### src/rtl/nbit_addsub_seq.sv
// rtl/nbit_addsub_seq.sv - chunked add/subtract unit with handshakes, flags and saturating modes
// Operands are processed W bits per cycle, LSB chunk first, through a registered carry chain.
module nbit_addsub_seq #(
  parameter int N = 32,
  parameter int W = 8
) (
  input  logic         clk,
  input  logic         rst_n,
  input  logic         in_valid,
  output logic         in_ready,
  input  logic [N-1:0] a,
  input  logic [N-1:0] b,
  input  logic [1:0]   mode,
  output logic         out_valid,
  input  logic         out_ready,
  output logic [N-1:0] result,
  output logic         borrow,
  output logic         overflow,
  output logic         zero
);

  localparam int NCHUNK = N / W;
  localparam int CW = (NCHUNK > 1) ? $clog2(NCHUNK) : 1;
  localparam logic [CW-1:0] LAST = CW'(NCHUNK - 1);

  localparam logic [1:0] MODE_SUB  = 2'b00;
  localparam logic [1:0] MODE_ADD  = 2'b01;
  localparam logic [1:0] MODE_USAT = 2'b10;
  localparam logic [1:0] MODE_SSAT = 2'b11;

  typedef enum logic [1:0] {IDLE, BUSY, DONE} state_t;

  state_t         state_q, state_d;
  logic [N-1:0]   a_q, b_q, acc_q;
  logic [1:0]     mode_q;
  logic [CW-1:0]  cnt_q;
  logic           carry_q;

  logic           sub;
  logic           accept;
  logic           last;
  logic [W-1:0]   a_chunk, b_chunk;
  logic [W:0]     sum;
  logic [N-1:0]   raw, fin;
  logic           bo_d, ov_raw, ov_d;

  assign sub       = (mode_q != MODE_ADD);
  assign in_ready  = rst_n && (state_q == IDLE);
  assign out_valid = (state_q == DONE);
  assign accept    = in_valid && (state_q == IDLE);
  assign last      = (cnt_q == LAST);

  // One chunk of a + (~b for subtract) + carry; raw is the accumulated result including this chunk.
  always_comb begin
    a_chunk = a_q[int'(cnt_q)*W +: W];
    b_chunk = b_q[int'(cnt_q)*W +: W];
    if (sub) b_chunk = ~b_chunk;
    sum = {1'b0, a_chunk} + {1'b0, b_chunk} + {{W{1'b0}}, carry_q};
    raw = acc_q;
    raw[int'(cnt_q)*W +: W] = sum[W-1:0];
  end

  always_comb begin
    bo_d = sub ? ~sum[W] : sum[W];
    if (sub)
      ov_raw = (a_q[N-1] != b_q[N-1]) && (raw[N-1] != a_q[N-1]);
    else
      ov_raw = (a_q[N-1] == b_q[N-1]) && (raw[N-1] != a_q[N-1]);
    fin  = raw;
    ov_d = ov_raw;
    case (mode_q)
      MODE_USAT: begin
        ov_d = 1'b0;
        if (bo_d) fin = '0;
      end
      MODE_SSAT: begin
        if (ov_raw) fin = a_q[N-1] ? {1'b1, {(N-1){1'b0}}} : {1'b0, {(N-1){1'b1}}};
      end
      MODE_SUB: ;
      default: ;
    endcase
  end

  always_comb begin
    state_d = state_q;
    case (state_q)
      IDLE:    if (in_valid) state_d = BUSY;
      BUSY:    if (last) state_d = DONE;
      DONE:    if (out_ready) state_d = IDLE;
      default: state_d = IDLE;
    endcase
  end

  always_ff @(posedge clk) begin
    if (!rst_n) begin
      state_q  <= IDLE;
      a_q      <= '0;
      b_q      <= '0;
      acc_q    <= '0;
      mode_q   <= MODE_SUB;
      cnt_q    <= '0;
      carry_q  <= 1'b0;
      result   <= '0;
      borrow   <= 1'b0;
      overflow <= 1'b0;
      zero     <= 1'b0;
    end else begin
      state_q <= state_d;
      if (accept) begin
        a_q     <= a;
        b_q     <= b;
        mode_q  <= mode;
        acc_q   <= '0;
        cnt_q   <= '0;
        carry_q <= (mode != MODE_ADD);
      end
      if (state_q == BUSY) begin
        acc_q   <= raw;
        carry_q <= sum[W];
        cnt_q   <= cnt_q + 1'b1;
        // Visible outputs only move on the final chunk, never mid-operation.
        if (last) begin
          result   <= fin;
          borrow   <= bo_d;
          overflow <= ov_d;
          zero     <= (fin == '0);
        end
      end
    end
  end

endmodule

### config.mk
export PLATFORM = sky130hd
export DESIGN_NAME = nbit_addsub_seq
export DESIGN_NICKNAME = d
export VERILOG_FILES = /design/src/rtl/nbit_addsub_seq.sv
export SDC_FILE = /design/constraint.sdc
export NUM_CORES = 1
export LEC_CHECK = 0
export ABC_CLOCK_PERIOD_IN_PS = 6900
export CORE_ASPECT_RATIO = 2
export CORE_MARGIN = 10
export CORE_UTILIZATION = 25
export DETAILED_ROUTE_END_ITERATION = 8
export GPL_TIMING_DRIVEN = 1
export SYNTH_ARGS = -nofsm -noshare
export SYNTH_HDL_FRONTEND = slang
export SYNTH_SLANG_ARGS = --single-unit
### constraint.sdc
create_clock -name clk -period 6.9 [get_ports clk]
set_clock_uncertainty 0.2 [all_clocks]
set_input_delay 1.38 -clock clk [delete_from_list [all_inputs] [get_ports clk]]
set_output_delay 1.38 -clock clk [all_outputs]
set_load 0.05 [all_outputs]
-- Yosys cells after proc, flatten, opt, wreduce, memory -nomap -nowiden
Cells that the tools add are included.
- shift operators: 4
- multiplexer cells: 19
- reductions and logical operators: 9
- bitwise gates (word level): 2
- $add $sub $neg: 4
- equality and inequality tests: 13
- operators with widths (cell ; number):
    32-bit 2-to-1 mux ; 5
    32-bit one-hot mux with 2 select lines ; 1
    32-bit by 6-bit indexed part select with 8-bit output ; 2
    5-bit negator with 33-bit output ; 1
    8-bit by 33-bit variable shift with 32-bit output (first input constant) ; 1
    8-bit by 33-bit indexed part select with 32-bit output ; 1
    32-bit bitwise mux ; 1
    32-bit logical NOT ; 1
    2-bit 2-to-1 mux ; 5
    8-bit by 8-bit adder with 9-bit output ; 1
    9-bit by 1-bit adder with 9-bit output ; 1
    2-bit equality test (second input constant) ; 4
    8-bit 2-to-1 mux ; 1
    8-bit inverter ; 1
    2-bit by 1-bit inequality test with 1-bit output (second input constant) ; 3
    2-bit one-hot mux with 3 select lines ; 1
    1-bit 2-to-1 mux ; 5
    1-bit logical AND ; 4
    2-bit inequality test (second input constant) ; 2
    3-bit AND reduction ; 1
    2-bit by 1-bit adder with 2-bit output (second input constant) ; 1
    2-bit by 1-bit equality test with 1-bit output (second input constant) ; 1
    2-bit logical NOT ; 1
    1-bit inequality test ; 2
    4 further kinds ; 4
- output and inout port bits: 37
- input port bits: 70
- bits in registers: 138

-- Depth between registers and ports, before layout
Gate-level depths: netlist (run 1).
- depth after elaboration: 13
- depth in mapped cells: 15
- mapped depth without buffers: 13

-- Worst setup path after synthesis (run 1)
No wires, ideal clock.
- kind: register to register
- start: reg cnt_q[0]
- end: reg zero
- clock period less this slack: 4802 ps
- cell stages (with the launch flop): 16
- data required time: 6631 ps
- slack: 2098 ps
- arrival: 4533 ps
- cells stage by stage: dfxtp_1 > buf_4 > buf_1 > clkbuf_1 > mux4_2 > fa_1 > inv_1 > fa_1 > xor2_2 > o22ai_2 > or3_1 > or4_1 > nor4_1 > nand4b_1 > o41a_1 > o21ai_1
- word-level cells in the longest chain between the ends: 13
- ends and longest elaborated chain (what ; line ; RTL):
    from (decl) ; 36 ; logic [CW-1:0] cnt_q;
    from (signal assigned) ; 120 ; cnt_q <= cnt_q + 1'b1;
    32-bit by 6-bit indexed part select with 8-bit output ; 56 ; b_chunk = b_q[int'(cnt_q)*W +: W];
    8-bit inverter ; 57 ; if (sub) b_chunk = ~b_chunk;
    8-bit 2-to-1 mux ; 57 ;
    8-bit by 8-bit adder with 9-bit output ; 58 ; sum = {1'b0, a_chunk} + {1'b0, b_chunk} + {{W{1'b0}}, carry_q};
    9-bit by 1-bit adder with 9-bit output ; 58 ;
    8-bit by 33-bit indexed part select with 32-bit output ; 60 ; raw[int'(cnt_q)*W +: W] = sum[W-1:0];
    32-bit bitwise mux ; 60 ;
    1-bit inequality test ; 66, 68 ;
    1-bit logical AND (on tied branches) ; 68, 66 ;
    1-bit 2-to-1 mux ; 65 ; if (sub)
    32-bit 2-to-1 mux ; 77 ; if (ov_raw) fin = a_q[N-1] ? {1'b1, {(N-1){1'b0}}} : {1'b0, {(N-1){1'b1}}};
    32-bit one-hot mux with 2 select lines ; 71 ; case (mode_q)
    32-bit logical NOT ; 126 ; zero <= (fin == '0);
    to (signal assigned) ; 126 ;
    to (decl) ; 19 ; output logic zero
Several ways; a longest one is shown, not always the timed one.
A chain may end at the register's enable or synchronous reset.

-- Worst setup path in the final report (run 1)
- start: reg cnt_q[0]
- end: reg result[9]
- word-level cells in the longest chain between the ends: 12
- ends and longest elaborated chain (what ; line ; RTL):
    32-bit by 6-bit indexed part select with 8-bit output ; 56 ;
    8-bit inverter ; 57 ;
    8-bit 2-to-1 mux ; 57 ;
    8-bit by 8-bit adder with 9-bit output ; 58 ;
    9-bit by 1-bit adder with 9-bit output ; 58 ;
    8-bit by 33-bit indexed part select with 32-bit output ; 60 ;
    32-bit bitwise mux ; 60 ;
    1-bit inequality test ; 66, 68 ;
    1-bit logical AND (on tied branches) ; 68, 66 ;
    1-bit 2-to-1 mux ; 65 ;
    32-bit 2-to-1 mux ; 77 ;
    32-bit one-hot mux with 2 select lines ; 71 ;
    to (signal assigned) ; 123 ; result <= fin;
    to (decl) ; 16 ; output logic [N-1:0] result,
Several ways; a longest one is shown, not always the timed one.

==> flow_metrics.tcl, run 1 <==
set metrics [dict create \
    fmax_mhz 192 \
    grt_max_degree 101 \
    cp-start-kind "flop" \
    synth_edf_count 0 \
    setup_tns_ns 0 \
    status "complete, no violations" \
    ys_ff_latch 138 \
    ys_async_sr_fraction 0 \
    multi_input_area_sq_um 3700 \
    synthTopCellsByCount "nand2_1 (178), dfxtp_1 (138), a21boi_0 (92)" \
    cts_tree "built" \
    yosysTopAreaCell "dfxtp_1" \
    rows 85 \
    synth_nets 898 \
    cap_violations 0 \
    met3_usage 0.0256 \
    fillers 2794 \
    portBuffers 106 \
    worstSetupPathType "flop to flop" \
    tightest_slew_ns 1.11 \
    h-tree-depth 4 \
    peakVddDrop_v 0.000166 \
    grt_pass1_wl_mm 33.3 \
    arrival_ns 5.36 \
    fp.dieW_um 137 \
    cp_cell_sequence "mux4_2 > xnor2_1 > fa_1 > a211oi_1 > o31ai_1 > a211oi_1 > o31ai_2 > and2_1 > a22oi_2 > nand3_1 > o21ai_1" \
    hp-class "flop to flop" \
    synth.most_common_cell "nand2_1" \
    period_minus_slack_ns 5.20 \
    slowest_stage "dfxtp_2" \
    diodes 0 \
    die-area_sq_um 34600 \
    busiest_layer "met2" \
    cts_made_buffers 17 \
    synth_area_leaders "dfxtp_1 (41%), a21boi_0 (10%), nand2_1 (9.8%), mux4_2 (5.3%), nand3_1 (2.9%)" \
    worst_ep_required_time_ns 7.06 \
    drt_wl_total_mm 21.5 \
    critical_path.top_delay_family "compound AO/OA/AOI/OAI gates" \
    drc 0 \
    vias 5906 \
    cts.repair.resized 0 \
    path_buf_inv 0 \
    first_pass_iters 4 \
    grt_overflow 0 \
    core_area_sq_um 26900 \
    layout.nets 967 \
    synth_cell_types 67 \
    syn_to_final_growth_pct 29.0 \
    synth-seq-area-share 0.406 \
    cp_max_fo 32 \
    synth_warnings 0 \
    slew_headroom 0.258 \
    globalRouteMet2Util 0.244 \
    clock_sinks 138 \
    ios 107 \
    netlist_area_sq_um 6810 \
    viasPerCell 4.75 \
    antenna_found_initial 0 \
    gr-usage-all-layers 0.125 \
    critPathCaptureType "flop" \
    drive_above_1_share 0.0782 \
    final_antenna_net_count 0 \
    path_clk_slew_ns 0.06 \
    dpl.hpwl_mm 15.8 \
    rsz0062_at_grt "no" \
    fin_util 0.327 \
    period_share 0.753 \
    synth_cells 813 \
    synth-main-ff-cell "dfxtp_1" \
    start_util 0.253 \
    p_leak_nw 3.10 \
    wl_per_cell_um 17.3 \
    setup_viol 0 \
    slowest_delay_ns 0.90 \
    slew_viol_final 0 \
    cts_buffer_depth 2 \
    power_density_nw_per_um2 266 \
    routabilityCongestion 0.849 \
    synth_top_area_share 0.406 \
    drtIter0Drc 320 \
    hold_buffers 0 \
    seq_area_sq_um 2760 \
    finalHoldViolCount 0 \
    syn-mean-instance-area_sq_um 8.38 \
    die_h_um 253 \
    grt_pass1_vias 6040 \
    clk_latency_ns 0.44 \
    path_common_cell "a211oi_1" \
    post_cts_buffers 0 \
    use_met1 0.114 \
    root_buffer "clkbuf_16" \
]
==> placed cells by master (no fill, tap or decap), types with 10 or more instances in the layout <==
cell type        count
mux4_2              16
clkdlybuf4s50_1    105
nor2_1              37
and2_1              11
nand3_1             40
a21boi_0            92
ha_1                13
xnor2_1             12
clkbuf_16           17
o21ai_1             14
nand2_1            177
a21oi_1             30
nor2b_1             16
inv_1               24
o22ai_1             14
o2bb2ai_1           10
o21ai_0             31
dfxtp_1            137
==> sequential cells by signal (all words and copies together) (netlist names) <==
name / count
cnt_q: 2
a_q: 32
mode_q: 2
borrow: 1
b_q: 32
result: 32
carry_q: 1
state_q: 2
overflow: 1
zero: 1
acc_q: 32
==> stage by stage <==
step	hold WS [ns]	setup slack [ns]	area, sq um	total power [W]	instances
after floorplan	0.240	2.10	6810	0.00111	813
after global placement	0.241	1.75	8080	0.00124	1211
after detailed placement	0.240	1.66	8080	0.00125	1211
after CTS	0.248	1.65	8790	0.00235	1243
after global routing	0.274	1.20	8790	0.00242	1243
final	0.242	1.70	8790	0.00234	1243
==> report_power, final <==
part           leakage (nW)  internal [W]  switching [W]
logic                  1.64      0.000153       0.000223
clock network         0.341      0.000745       0.000360
registers              1.12      0.000827      0.0000265
==> tightest hold or removal path: cells and delay by family, from the launching register on <==
kind               cells  cell delay (ns)
DFF                    1             0.31
AOI/OAI and AO/OA      1             0.05
and+or+nand+nor        1             0.05
==> worst paths after layout <==
path              cells past startpoint       from         to  slack [ns]
setup / recovery                     11   cnt_q[0]  result[9]        1.70
setup reg to reg                     11   cnt_q[0]  result[9]        1.70
hold reg to reg                       2  result[2]  result[2]        0.24
hold / removal                        2  result[2]  result[2]        0.24
==> logic make-up after synthesis <==
family | Yosys count | synth area share
and+or+nand+nor | 323 | 0.217
AOI/OAI and AO/OA | 222 | 0.223
DFF | 138 | 0.406
buffers and inverters | 85 | 0.0529
muxes | 16 | 0.0529
adders and majority gates | 15 | 0.0298
xor gates and xnor gates | 14 | 0.0191
==> final cells by class <==
class,count,area share
clock buffer,22,0.0540
clock inverter,10,0.0268
timing repair buffer,110,0.124
multi-input combinational,590,0.421
sequential,138,0.314
tap,348,0.0495
inverter,25,0.0107
==> layer usage <==
metal / part of all wire / wire [um] / vias up
li1: - / - / 2940
met1: 0.35 / 7440 / 2800
met2: 0.57 / 12300 / 126
met3: 0.036 / 774 / 40
met4: 0.043 / 921 / 0
met5: 0 / 0 / -
Note: power is estimated with default switching activity, not from simulation.
==> run 2, diff against run 1 <==
- ABC_CLOCK_PERIOD_IN_PS: 6900 -> 4980
- clock period: 6.9 -> 4.98 ns (I/O delays scaled with it)
==> run 2 against run 1 <==
Effect of this change:
- non-clock buffer count rose by 10
- critical path depth rose by 1
- sequential cell count did not move
- via count is 2.6% higher
- combinational power up 44%
- sequential power up 38%
- clock power grew 35%
- maximum frequency up 16%
- design area rose by 0.74%
- setup slack lost 1.2 ns
- core utilization increased by 0.24 points
- sequential share of layout area is 0.23 points lower
- critical path type unchanged
- critical endpoint is now zero
- largest power group unchanged
- highest routed layer unchanged
==> flow_metrics.tcl, run 2 (same netlist as run 1, synthesis figures left out) <==
set metrics [dict create \
    dpl.hpwl_mm 17.2 \
    fp.dieW_um 137 \
    portBuffers 106 \
    drc 0 \
    final_common_cell "nand2_1" \
    clock_sinks 138 \
    critical_path.top_delay_family "simple AND/OR/NAND/NOR gates" \
    cts_made_buffers 17 \
    path_common_cell "fa_1" \
    period_minus_slack_ns 4.47 \
    p_leak_nw 3.14 \
    holdPathStages 2 \
    power.total_w 0.00321 \
    cp_cell_sequence "mux4_2 > fa_1 > inv_1 > fa_1 > xor2_2 > o22ai_2 > or3_1 > or4_1 > nor4_1 > nand4b_1 > o41a_1 > o21ai_1" \
    viasPerCell 4.84 \
    hold_buffers 0 \
    rsz0062_at_grt "no" \
    status "complete, no violations" \
    reg2reg_depth 12 \
    finalHoldViolCount 0 \
    arrival_ns 4.65 \
    cp_max_fo 11 \
    slew_headroom 0.253 \
    drtIter0Drc 287 \
    path_buf_inv 1 \
    dr_wl_met3_um 838 \
    top_layer "met4" \
    die-area_sq_um 34600 \
    post_cts_buffers 0 \
    core_area_sq_um 26900 \
    rows 85 \
    worst_slack_ns 0.510 \
    reg2reg_slack_ns 0.51 \
    path_clk_slew_ns 0.06 \
    whs_ns 0.245 \
    cts.repair.resized 0 \
    critPathCaptureType "flop" \
    wl_per_cell_um 18.1 \
    cap_violations 0 \
    gr-usage-all-layers 0.132 \
    h-tree-depth 4 \
    diodes 0 \
    period_share 0.898 \
    start_util 0.253 \
    power_density_nw_per_um2 363 \
    worstSetupPathType "flop to flop" \
    die_h_um 253 \
    worst_ep_required_time_ns 5.16 \
    hp-class "flop to flop" \
    layout.nets 977 \
    worstReg2RegEnd "zero" \
    root_buffer "clkbuf_16" \
    grt_overflow 0 \
    wl_met2_mm 13.0 \
    peakVddDrop_v 0.000147 \
    dp_slack_ns 0.555 \
    whs_endpoint "result[14]" \
    vias 6058 \
    antenna_found_initial 0 \
    hold_start "result[14]" \
    grt_max_degree 130 \
    cp-start-kind "flop" \
    drt_wl_total_mm 22.6 \
    syn_to_final_growth_pct 30.0 \
    cts_tree "built" \
    tightest_slew_ns 1.12 \
    routabilityCongestion 0.880 \
    final_cell_mix "nand2_1 (177), dfxtp_1 (137), clkdlybuf4s50_1 (105)" \
    setup_tns_ns 0 \
    cts_buffer_depth 2 \
    r2r-start "cnt_q[1]" \
    ios 107 \
    slew_viol_final 0 \
    slowest_delay_ns 0.64 \
    clk_latency_ns 0.44 \
    slowest_stage "dfxtp_1" \
    fmax_mhz 224 \
    wl_met1_mm 7.53 \
    drive_above_1_share 0.0875 \
    grt_pass1_vias 6187 \
    grt_pass1_wl_mm 34.4 \
    setup_viol 0 \
    first_pass_iters 4 \
    final_antenna_net_count 0 \
]
## run 2: changes by cell type in the layout (fill, tap and decap cells not counted)
cell,change
clkbuf_8,-2
buf_12,+1
buf_4,+9
clkinv_4,+2
clkbuf_1,-1
inv_6,-1
## run 2: cell type report
class                   count  area (sq um)
clock inverters            11           244
repair buffers            120          1170
well taps                 348           435
clock buffers              19           443
multi-input cells         590          3700
fillers                  2803         18100
inverters                  25          93.8
flip-flops and latches    138          2760
## run 2: power by group
group          internal (W)  total [W]  switching [W]
Sequential          0.00115    0.00118      0.0000361
Clock              0.000998    0.00149       0.000495
Combinational      0.000229   0.000540       0.000311
Total               0.00237    0.00321       0.000842
## run 2: per-stage QoR
stage | util | area [sq um] | instances
6_report | 0.329 | 8850 | 1251
5_1_grt | 0.329 | 8850 | 1251
4_1_cts | 0.329 | 8850 | 1251
3_5_place_dp | 0.304 | 8170 | 1221
3_3_place_gp | 0.304 | 8170 | 1221
2_1_floorplan | - | 6810 | 813
## run 2: worst max-delay path by stage
stage / start / endpoint / slack (ns) / cells past startpoint
floorplan: cnt_q[0] / zero / 0.18 / 15
global placement: cnt_q[1] / zero / 0.67 / 12
detailed placement: cnt_q[1] / zero / 0.56 / 12
CTS: cnt_q[1] / zero / 0.55 / 12
global route: cnt_q[0] / result[9] / 0.20 / 13
finish: cnt_q[1] / zero / 0.51 / 12
## run 2: worst reg2reg max path: cells and delay by family (launching register included)
| kind | cells | cell delay, ns |
|---|---|---|
| AOI/OAI and AO/OA | 3 | 0.66 |
| xor gates and xnor gates | 1 | 0.33 |
| adders and majority gates | 2 | 0.67 |
| buffers and inverters | 1 | 0.09 |
| DFF | 1 | 0.64 |
| muxes | 1 | 0.60 |
| and+or+nand+nor | 4 | 1.23 |
## run 2: per-layer routing
layer,global-route usage,vias up
met5,0,-
met4,0.0899,0
met3,0.0300,57
met2,0.255,144
met1,0.113,2891
li1,-,2966
==> run 3, diff against run 2 <==
- ABC_CLOCK_PERIOD_IN_PS: 4980 -> default
==> results of run 3 <==
No change in the layout: final DEF, timing and power equal those of run 2.
